`config.mk`:
```
export PLATFORM = sky130hd
export DESIGN_NAME = pim_dma_burst_flat
export DESIGN_NICKNAME = d
export VERILOG_FILES = /design/src/rtl/pim_dma_burst_if.sv /design/src/rtl/pim_dma_burst.sv /design/src/flat_wrapper.sv
export SDC_FILE = /design/constraint.sdc
export NUM_CORES = 1
export LEC_CHECK = 0
export ABC_AREA = 1
export BUFFER_PORTS_ARGS = -buffer_cell sky130_fd_sc_hd__clkbuf_2
export CORE_MARGIN = 3
export CORE_UTILIZATION = 40
export DETAILED_ROUTE_END_ITERATION = 10
export GPL_TIMING_DRIVEN = 0
export PLACE_DENSITY = 0.69
export SYNTH_ARGS = -nofsm -noshare
export SYNTH_HDL_FRONTEND = slang
export SYNTH_SLANG_ARGS = --single-unit
```
`constraint.sdc`:
```
create_clock -name i_clk -period 2.9 [get_ports i_clk]
set_input_delay 0 -clock i_clk [delete_from_list [all_inputs] [get_ports i_clk]]
set_output_delay 0 -clock i_clk [all_outputs]
set_load 0.01 [all_outputs]
```
`src/rtl/pim_dma_burst_if.sv`:
```
// Shared-bus master port of the PIM burst DMA: request/grant handshake plus
// the single-beat read/write access signals.
`timescale 1ns/1ps

interface pim_dma_burst_if;
   logic        bus_req;
   logic        bus_gnt;
   logic [31:0] dma_addr;
   logic        dma_write;
   logic        dma_read;
   logic [3:0]  dma_size;
   logic [31:0] dma_wr_data;
   logic [31:0] dma_rd_data;

   modport master (
      output bus_req, dma_addr, dma_write, dma_read, dma_size, dma_wr_data,
      input  bus_gnt, dma_rd_data
   );

   modport slave (
      input  bus_req, dma_addr, dma_write, dma_read, dma_size, dma_wr_data,
      output bus_gnt, dma_rd_data
   );
endinterface

```
`src/rtl/pim_dma_burst.sv`:
```
// Burst DMA between system memory and the PIM macro: polls PIM status before
// every burst, reads up to BURST words into a buffer, then writes them out.
`timescale 1ns/1ps

module pim_dma_burst #(
   parameter logic [31:0] PIM_CTRL         = 32'h2000_0010,
   parameter logic [31:0] PIM_R            = 32'h2000_0020,
   parameter logic [31:0] PIM_W_WEIGHT     = 32'h2000_0040,
   parameter logic [31:0] PIM_W_ACTIVATION = 32'h2000_0080,
   parameter int          SIZE_W           = 13,
   parameter int          BURST            = 4,
   parameter int          POLL_LIMIT       = 255
) (
   input  logic              i_clk,
   input  logic              i_rst,
   input  logic              i_dma_en,
   input  logic [2:0]        i_funct3,
   input  logic [3:0]        i_sel_pim,
   input  logic [SIZE_W-1:0] i_size,
   input  logic [31:0]       i_mem_addr,
   input  logic [7:0]        i_stride,
   pim_dma_burst_if.master   bus,
   output logic              o_dma_busy,
   output logic              o_dma_done,
   output logic              o_dma_err
);

   localparam int CW = $clog2(BURST) + 1;
   localparam int AW = $clog2(BURST);
   localparam int PW = $clog2(POLL_LIMIT + 1);

   typedef enum logic [2:0] {
      S_IDLE, S_POLL, S_PCHK, S_RD, S_RDRAIN, S_WR, S_DONE
   } state_t;

   state_t            state_q, state_d;
   logic [2:0]        funct3_q, funct3_d;
   logic [3:0]        sel_q, sel_d;
   logic [SIZE_W-1:0] remaining_q, remaining_d;
   logic [31:0]       addr_q, addr_d;
   logic [7:0]        stride_q, stride_d;
   logic              err_q, err_d;
   logic [PW-1:0]     pollCnt_q, pollCnt_d;
   logic [CW-1:0]     chunk_q, chunk_d;
   logic [CW-1:0]     rdCnt_q, rdCnt_d;
   logic [CW-1:0]     capPtr_q, capPtr_d;
   logic              capPend_q, capPend_d;
   logic [CW-1:0]     wrIdx_q, wrIdx_d;
   logic [31:0]       buf_q [BURST];

   logic              isLoad;
   logic              pimReady;
   logic [31:0]       rdAddr;
   logic [31:0]       wrAddr;
   logic [31:0]       strideExt;
   logic [CW-1:0]     chunkNext;

   always_comb begin
      isLoad    = (funct3_q == 3'b100);
      strideExt = {24'd0, stride_q};
      rdAddr    = isLoad ? PIM_R : addr_q;
      case (funct3_q)
         3'b001:  wrAddr = PIM_W_WEIGHT | {28'd0, sel_q};
         3'b010:  wrAddr = PIM_W_ACTIVATION | {28'd0, sel_q};
         default: wrAddr = addr_q;
      endcase
      pimReady  = isLoad ? (!bus.dma_rd_data[0] && bus.dma_rd_data[1]) : !bus.dma_rd_data[0];
      chunkNext = (remaining_q >= SIZE_W'(BURST)) ? CW'(BURST) : remaining_q[CW-1:0];
   end

   // Next-state logic; a read accepted this cycle is captured on the next one,
   // so the capture pointer follows capPend_q independently of the grant.
   always_comb begin
      state_d         = state_q;
      funct3_d        = funct3_q;
      sel_d           = sel_q;
      remaining_d     = remaining_q;
      addr_d          = addr_q;
      stride_d        = stride_q;
      err_d           = err_q;
      pollCnt_d       = pollCnt_q;
      chunk_d         = chunk_q;
      rdCnt_d         = rdCnt_q;
      wrIdx_d         = wrIdx_q;
      capPend_d       = 1'b0;
      capPtr_d        = capPend_q ? capPtr_q + CW'(1) : capPtr_q;
      bus.bus_req     = 1'b0;
      bus.dma_addr    = 32'd0;
      bus.dma_write   = 1'b0;
      bus.dma_read    = 1'b0;
      bus.dma_size    = 4'd0;
      bus.dma_wr_data = 32'd0;
      o_dma_busy      = 1'b0;
      o_dma_done      = 1'b0;

      case (state_q)
         S_IDLE: begin
            if (i_dma_en) begin
               funct3_d    = i_funct3;
               sel_d       = i_sel_pim;
               remaining_d = i_size;
               addr_d      = i_mem_addr;
               stride_d    = i_stride;
               err_d       = 1'b0;
               pollCnt_d   = '0;
               if (!(i_funct3 == 3'b001 || i_funct3 == 3'b010 || i_funct3 == 3'b100)) begin
                  err_d   = 1'b1;
                  state_d = S_DONE;
               end else if (i_size == '0) begin
                  state_d = S_DONE;
               end else begin
                  state_d = S_POLL;
               end
            end
         end
         S_POLL: begin
            o_dma_busy  = 1'b1;
            bus.bus_req = 1'b1;
            if (bus.bus_gnt) begin
               bus.dma_read = 1'b1;
               bus.dma_addr = PIM_CTRL;
               bus.dma_size = 4'b1111;
               state_d      = S_PCHK;
            end
         end
         S_PCHK: begin
            o_dma_busy = 1'b1;
            if (pimReady) begin
               chunk_d   = chunkNext;
               pollCnt_d = '0;
               rdCnt_d   = '0;
               capPtr_d  = '0;
               wrIdx_d   = '0;
               state_d   = S_RD;
            end else begin
               pollCnt_d = pollCnt_q + PW'(1);
               if (pollCnt_q == PW'(POLL_LIMIT - 1)) begin
                  err_d   = 1'b1;
                  state_d = S_DONE;
               end else begin
                  state_d = S_POLL;
               end
            end
         end
         S_RD: begin
            o_dma_busy  = 1'b1;
            bus.bus_req = 1'b1;
            if (bus.bus_gnt) begin
               bus.dma_read = 1'b1;
               bus.dma_addr = rdAddr;
               bus.dma_size = 4'b1111;
               capPend_d    = 1'b1;
               rdCnt_d      = rdCnt_q + CW'(1);
               if (!isLoad) begin
                  addr_d = addr_q + strideExt;
               end
               if (rdCnt_q + CW'(1) == chunk_q) begin
                  state_d = S_RDRAIN;
               end
            end
         end
         S_RDRAIN: begin
            o_dma_busy = 1'b1;
            state_d    = S_WR;
         end
         S_WR: begin
            o_dma_busy  = 1'b1;
            bus.bus_req = 1'b1;
            if (bus.bus_gnt) begin
               bus.dma_write   = 1'b1;
               bus.dma_addr    = wrAddr;
               bus.dma_size    = 4'b1111;
               bus.dma_wr_data = buf_q[wrIdx_q[AW-1:0]];
               wrIdx_d         = wrIdx_q + CW'(1);
               remaining_d     = remaining_q - SIZE_W'(1);
               if (isLoad) begin
                  addr_d = addr_q + strideExt;
               end
               if (wrIdx_q + CW'(1) == chunk_q) begin
                  state_d = (remaining_q == SIZE_W'(1)) ? S_DONE : S_POLL;
               end
            end
         end
         S_DONE: begin
            o_dma_done = 1'b1;
            state_d    = S_IDLE;
         end
         default: state_d = S_IDLE;
      endcase
   end

   always_ff @(posedge i_clk or posedge i_rst) begin
      if (i_rst) begin
         state_q     <= S_IDLE;
         funct3_q    <= 3'd0;
         sel_q       <= 4'd0;
         remaining_q <= '0;
         addr_q      <= 32'd0;
         stride_q    <= 8'd0;
         err_q       <= 1'b0;
         pollCnt_q   <= '0;
         chunk_q     <= '0;
         rdCnt_q     <= '0;
         capPtr_q    <= '0;
         capPend_q   <= 1'b0;
         wrIdx_q     <= '0;
      end else begin
         state_q     <= state_d;
         funct3_q    <= funct3_d;
         sel_q       <= sel_d;
         remaining_q <= remaining_d;
         addr_q      <= addr_d;
         stride_q    <= stride_d;
         err_q       <= err_d;
         pollCnt_q   <= pollCnt_d;
         chunk_q     <= chunk_d;
         rdCnt_q     <= rdCnt_d;
         capPtr_q    <= capPtr_d;
         capPend_q   <= capPend_d;
         wrIdx_q     <= wrIdx_d;
      end
   end

   // Buffer contents are don't-care after reset, so no reset branch here.
   always_ff @(posedge i_clk) begin
      for (int i = 0; i < BURST; i++) begin
         if (capPend_q && capPtr_q == CW'(i)) begin
            buf_q[i] <= bus.dma_rd_data;
         end
      end
   end

   assign o_dma_err = err_q;

endmodule

```
`src/flat_wrapper.sv`:
```
// flat-port wrapper written by rule: the top's interface ports become plain ports
module pim_dma_burst_flat 
#(
   parameter logic [31:0] PIM_CTRL         = 32'h2000_0010,
   parameter logic [31:0] PIM_R            = 32'h2000_0020,
   parameter logic [31:0] PIM_W_WEIGHT     = 32'h2000_0040,
   parameter logic [31:0] PIM_W_ACTIVATION = 32'h2000_0080,
   parameter int          SIZE_W           = 13,
   parameter int          BURST            = 4,
   parameter int          POLL_LIMIT       = 255
)
  (i_clk, i_rst, i_dma_en, i_funct3, i_sel_pim, i_size, i_mem_addr, i_stride, o_dma_busy, o_dma_done, o_dma_err, bus_bus_req, bus_dma_addr, bus_dma_write, bus_dma_read, bus_dma_size, bus_dma_wr_data, bus_bus_gnt, bus_dma_rd_data);
  pim_dma_burst_if bus_i ();
  input  logic i_clk;
  input  logic i_rst;
  input  logic i_dma_en;
  input  logic [2:0] i_funct3;
  input  logic [3:0] i_sel_pim;
  input  logic [SIZE_W-1:0] i_size;
  input  logic [31:0] i_mem_addr;
  input  logic [7:0] i_stride;
  output logic o_dma_busy;
  output logic o_dma_done;
  output logic o_dma_err;
  output wire logic [$bits(bus_i.bus_req)-1:0] bus_bus_req;
  output wire logic [$bits(bus_i.dma_addr)-1:0] bus_dma_addr;
  output wire logic [$bits(bus_i.dma_write)-1:0] bus_dma_write;
  output wire logic [$bits(bus_i.dma_read)-1:0] bus_dma_read;
  output wire logic [$bits(bus_i.dma_size)-1:0] bus_dma_size;
  output wire logic [$bits(bus_i.dma_wr_data)-1:0] bus_dma_wr_data;
  input wire logic [$bits(bus_i.bus_gnt)-1:0] bus_bus_gnt;
  input wire logic [$bits(bus_i.dma_rd_data)-1:0] bus_dma_rd_data;
  assign bus_bus_req = bus_i.bus_req;
  assign bus_dma_addr = bus_i.dma_addr;
  assign bus_dma_write = bus_i.dma_write;
  assign bus_dma_read = bus_i.dma_read;
  assign bus_dma_size = bus_i.dma_size;
  assign bus_dma_wr_data = bus_i.dma_wr_data;
  assign bus_i.bus_gnt = bus_bus_gnt;
  assign bus_i.dma_rd_data = bus_dma_rd_data;
  pim_dma_burst #(.PIM_CTRL(PIM_CTRL), .PIM_R(PIM_R), .PIM_W_WEIGHT(PIM_W_WEIGHT), .PIM_W_ACTIVATION(PIM_W_ACTIVATION), .SIZE_W(SIZE_W), .BURST(BURST), .POLL_LIMIT(POLL_LIMIT)) u_core (.i_clk(i_clk), .i_rst(i_rst), .i_dma_en(i_dma_en), .i_funct3(i_funct3), .i_sel_pim(i_sel_pim), .i_size(i_size), .i_mem_addr(i_mem_addr), .i_stride(i_stride), .bus(bus_i), .o_dma_busy(o_dma_busy), .o_dma_done(o_dma_done), .o_dma_err(o_dma_err));
endmodule
```
Word-level counts from Yosys, hierarchy flattened
Memories as Yosys holds them, arrays and structs flattened.
Index checks and enable logic that the tools add are counted.
{ "totals": {"out_inout_bits": 74, "inputBits": 96, "ramBits": 128, "elab_cells": 155, "n_memories": 1, "register_bits": 85} }
{ "mem_list": {"columns": ["memory", "depth", "word_bits", "rd", "rd_ports_with_merged_regs", "wr", "line", "rtl"], "rows": [
  ["u_core.buf_q", 4, 32, 1, 0, 1, "pim_dma_burst.sv:49", "logic [31:0] buf_q [BURST];"]
]} }
{ "op_classes": {"n_reduce_logical": 31, "addsub": 6, "n_eq_ne": 30, "mux": 73, "n_lt_le_gt_ge": 1} }
{ "ops": {"columns": ["cell", "n"], "rows": [
  ["2-to-1 mux 32 bit", 13],
  ["case mux 32 bit (3 select lines)", 2],
  ["OR reduction 32 bit", 3],
  ["case mux 32 bit (2 select lines)", 1],
  ["2-to-1 mux 3 bit", 18],
  ["adder 32 x 8 -> 32 bit", 1],
  ["2-to-1 mux 30 bit", 1],
  ["2-to-1 mux 13 bit", 2],
  ["case mux 13 bit (2 select lines)", 1],
  ["2-to-1 mux 1 bit", 23],
  ["equality test 3 x 2 -> 1 bit, second input constant", 6],
  ["case mux 3 bit (6 select lines)", 1],
  ["2-to-1 mux 8 bit", 2],
  ["case mux 8 bit (2 select lines)", 1],
  ["equality test 3 bit, second input constant", 5],
  ["equality test 13 x 1 -> 1 bit, second input constant", 1],
  [">= comparator 13 x 3 -> 1 bit, second input constant", 1],
  ["zero test 13 bit", 1],
  ["subtractor 13 x 1 -> 13 bit, second input constant", 1],
  ["equality test 3 x 1 -> 1 bit, second input constant", 4],
  ["inequality test 2 bit, second input constant", 6],
  ["case mux 3 bit (2 select lines)", 2],
  ["AND reduction 6 bit", 2],
  ["inequality test 2 x 1 -> 1 bit, second input constant", 5],
  ["other kinds (19)", 38]
]} }

Depth between registers and ports, before layout
{ "depth": {"ltp_word": 8, "mapped_depth": 13, "ltp_nobuf": 13} }

Worst setup path before layout
No wires, ideal clock.
{ "synth_path": {"path_type": "reg2reg", "start": "reg u_core.capPtr_q[0]", "end": "mem u_core.buf_q[2][0] (enable)", "stages_incl_launch_ff": 5, "synth_period_minus_slack_ns": 2.430, "arrival_time_ns": 2.009, "required_ns": 2.479, "setup_time_ns": 0.421, "setup_slack_ns": 0.470, "n_path_buf": 0, "cell_sequence": "dfrtp_1 inv_1 ha_1 inv_1 nor2_1"} }
{ "synth_via": {"elab_chain_cells": 8, "elab_cells_between_ends": 25, "cone_classes": "eq/ne: 3; mux: 14; reduce/logical: 8"} }
{ "synth_rtl": {"columns": ["item", "line", "rtl"], "rows": [
  ["start, declared", "pim_dma_burst.sv:46", "logic [CW-1:0] capPtr_q, capPtr_d;"],
  ["start signal, assigned", "pim_dma_burst.sv:218", "capPtr_q <= capPtr_d;"],
  ["equality test 3 x 1 -> 1 bit", "pim_dma_burst.sv:227", "if (capPend_q && capPtr_q == CW'(i)) begin"],
  ["logical AND 1 bit", "pim_dma_burst.sv:227", null],
  ["2-to-1 mux 1 bit", "pim_dma_burst.sv:227", null],
  ["2-to-1 mux 1 bit (implied by the code)", "pim_dma_burst.sv:228", "buf_q[i] <= bus.dma_rd_data;"],
  ["OR reduction 32 bit (no line)", null, null],
  ["2-to-1 mux 2 bit (no line) or 2-to-1 mux 1 bit (tied branches) (3 in a row)", null, null],
  ["end, declared", "pim_dma_burst.sv:49", null]
]} }
Several ways; a longest one is shown, not always the timed one.

Worst setup path after layout
{ "layout_path": {"start": "reg u_core.state_q[2]", "end": "out bus_dma_addr[1]"} }
{ "layout_via": {"elab_chain_cells": 2, "elab_cells_between_ends": 4, "cone_classes": "eq/ne: 3; mux: 1"} }
{ "layout_rtl": {"columns": ["item", "line", "rtl"], "rows": [
  ["start, declared", "pim_dma_burst.sv:36", "state_t state_q, state_d;"],
  ["start signal, assigned", "pim_dma_burst.sv:208", "state_q <= state_d;"],
  ["equality test 3 bit, or another cell as far along", "pim_dma_burst.sv:96", "case (state_q)"],
  ["case mux 32 bit (3 select lines) (*)", "pim_dma_burst.sv:96", null],
  ["end, declared", "flat_wrapper.sv:26", "output wire logic [$bits(bus_i.dma_addr)-1:0] bus_dma_addr;"]
]} }
Mark *: on every way between the ends. The rest lies on a longest branch, timed or not.

==> results.py <==
metrics = {
    "global_route": {
        "antenna_found_initial": 0,
        "overflow": 0,
        "grt.total_usage_pct": 20.4,
        "grt_max_degree": 63,
        "grt_first_pass_wirelength_um": 48500,
        "grt_pass1_vias": 9500,
    },
    "cts": {
        "cts_resized": 0,
        "htreeDepth": 1,
        "cts_max_path_buffers": 3,
        "cts_tree": "done",
        "cts-root-buf": "clkbuf_16",
        "clock_sinks": 213,
        "cts_buffers": 24,
        "clock_latency_ps": 520,
        "path_clk_slew_ps": 60,
    },
    "power_and_ir_drop": {
        "power_density_mw_per_mm2": 924,
        "p_total_mw": 13.3,
        "vdd_drop_max_uv": 522,
        "p_leak_nw": 6.49,
    },
    "finish": {
        "nNetsFinal": 1727,
        "layout-drive-gt1-share_pct": 16.2,
        "final_cells": 1999,
        "antenna_cells": 0,
        "final_util_pct": 53.1,
        "finalInstanceArea_sq_mm": 0.0144,
        "fillers": 2449,
        "synthToLayoutAreaGrowth_pct": 29.9,
    },
    "setup_path": {
        "crit_fanout": 10,
        "reg2reg_depth": 11,
        "crit_path_end_kind": "output port",
        "r2r_slack_ps": 740,
        "r2r_start": "u_core.stride_q[0]$_DFFE_PP0P_",
        "worst-setup-path-type": "reg -> out",
        "r2r_end": "u_core.addr_q[16]$_DFFE_PP0P_",
        "crit_arrival_ps": 2760,
        "worstSetupStartpointType": "flip-flop",
        "worstPathRequired_ps": 2900,
    },
    "drt": {
        "wl_per_cell_um": 15.5,
        "ant_nets": 0,
        "num_vias": 9926,
        "dr.first_iter.drc_count": 735,
        "routed_wl_um": 31000,
        "drc_errors": 0,
        "drt_first_pass_iters": 5,
        "viasPerCell": 4.97,
    },
    "placed_design": {
        "place_area_sq_mm": 0.0125,
        "io_buffers": 168,
        "dp.cells": 1860,
        "dp_hpwl_um": 21200,
        "pre_cts_ws_ps": 646,
        "globalplace.congestion": 0.920,
    },
    "floorplan": {
        "initial_core_util_pct": 40.9,
        "rows": 60,
        "core_sq_mm": 0.0271,
        "die_h_um": 172,
        "ios": 170,
        "die_w_um": 172,
        "dieArea_sq_mm": 0.0297,
    },
    "worst_hold_path": {
        "hp-class": "in -> async",
    },
    "yosys": {
        "synthFlopType": "edfxtp_1",
        "syn_inst": 1315,
        "yosysUniqueCellTypes": 47,
        "yosysMostFrequentCell": "nand2_1",
        "syn_area_sq_mm": 0.0111,
        "synth-edff-count": 128,
        "netlist_top_cells_count": "nand2_1 (293), nor2_1 (254), edfxtp_1 (128)",
        "syn_area_per_cell_sq_um": 8.42,
        "synth_nets": 1432,
        "yosysTopAreaCell": "edfxtp_1",
        "yosysSeqAreaShare_pct": 53.9,
        "ys_warn_count": 0,
        "async_reset_ff_share_pct": 39.9,
        "synth.area.top_cells": "edfxtp_1 (35%), dfrtp_1 (19%), nand2_1 (9.9%)",
        "synth_top_area_share_pct": 34.7,
        "ys_seq_elements": 213,
    },
    "outcome": {
        "status": "completed",
    },
    "timing": {
        "hold_viol_final": 0,
        "whs_ps": 45.4,
        "timing.final.ws_setup_ps": 135,
        "grt_setup_unrepaired": "false",
        "worst_clock_skew_ps": 10.8,
        "setup_viol_count_final": 0,
        "min_period_ps": 2760,
        "worst_pin_slew_ps": 733,
        "maxSlewHeadroom_pct": 51.2,
        "fin_tns_setup_ps": 0,
        "slew_viol_final": 0,
        "post-route-period-util_pct": 95.3,
        "fmax_mhz": 362,
    },
    "flow_run": {
        "cap_violations": 0,
    },
}
[timing repair]
action / CTS / global route
setup buffers: 0 / 0
endpoints found under the hold margin: 275 / 0
hold buffers: 96 / 0
[layout by cell type, fill, tap and decap left out, drive strengths merged]
cell           n
ha            20
a22oi          2
clkinv         7
fa             1
nand3b         3
mux2           3
a32o           2
and2           1
dlygate4sd3   96
clkinvlp       2
nand4         10
o22ai          2
a2bb2oi        1
o21ai        128
inv          131
a21oi         57
nor2         257
buf           40
a31oi          3
nand3         76
nand2        299
xor2          10
nor3           9
bufinv         7
o31ai          3
dfrtp         85
or2            5
xnor2          7
o211ai        12
nor4           1
nor3b          1
o21a           2
edfxtp       128
clkbuf       215
o2bb2ai        1
[worst max-delay path, cell delays in order, from the launching register on]
cell and delay, ps:
dfrtp_1 510, nand3_4 210, inv_2 80, nand2_2 230, nor2_1 110, a21oi_2 610
o21ai_0 300, clkbuf_2 200
[cell families after synthesis]
group | count (synthesis) | synth area share (%)
AND/OR/NAND/NOR | 662 | 24.5
adder cells (fa/ha/maj) | 21 | 2.44
multiplexers | 3 | 0.305
buffers and inverters | 186 | 7.14
AO/OA/AOI/OAI | 213 | 10.4
XOR/XNOR | 17 | 1.34
flip-flops | 213 | 53.9
[flip-flops by register name, indices dropped and copies added, names as in the netlist, 4 cells and up]
name                cells
u_core.remaining_q     13
u_core.stride_q         8
u_core.sel_q            4
u_core.buf_q          128
u_core.pollCnt_q        8
u_core.addr_q          32
[power breakdown]
group / internal (mW) / total [mW] / switching (mW)
Clock: 2.17 / 3.42 / 1.25
Combinational: 1.95 / 5.55 / 3.61
Sequential: 3.80 / 4.32 / 0.521
Total: 7.92 / 13.3 / 5.38
[worst max path at each step]
stage,from,endpoint,depth (start not counted)
after floorplan,u_core.capPtr_q[0]$_DFF_PP0_,u_core.buf_q[2][0]$_DFFE_PP_,4
after global placement,u_core.capPend_q$_DFF_PP0_,u_core.buf_q[0][9]$_DFFE_PP_,3
after detailed placement,u_core.state_q[2]$_DFFE_PP0P_,bus_dma_addr[1],7
after CTS,u_core.state_q[2]$_DFFE_PP0P_,bus_dma_addr[1],7
after global routing,u_core.state_q[2]$_DFFE_PP0P_,bus_dma_addr[1],7
final,u_core.state_q[2]$_DFFE_PP0P_,bus_dma_addr[1],7
[layer usage]
metal | GRT usage, % | wire length [um]
met5 | 0 | 0
met4 | 5.69 | 669
met3 | 3.02 | 1710
met2 | 33.9 | 14700
met1 | 27.9 | 13900
[cell type report]
type / instances / area, sq um / area share [%]
clock buffers: 27 / 622 / 4.32
multi-input cells: 916 / 4340 / 30.1
inverters: 131 / 499 / 3.47
repair buffers: 269 / 1930 / 13.4
plain buffers: 55 / 294 / 2.04
well taps: 372 / 465 / 3.23
clock inverters: 16 / 270 / 1.88
flip-flops and latches: 213 / 5970 / 41.5
Note: power is estimated with default switching activity, not from simulation.
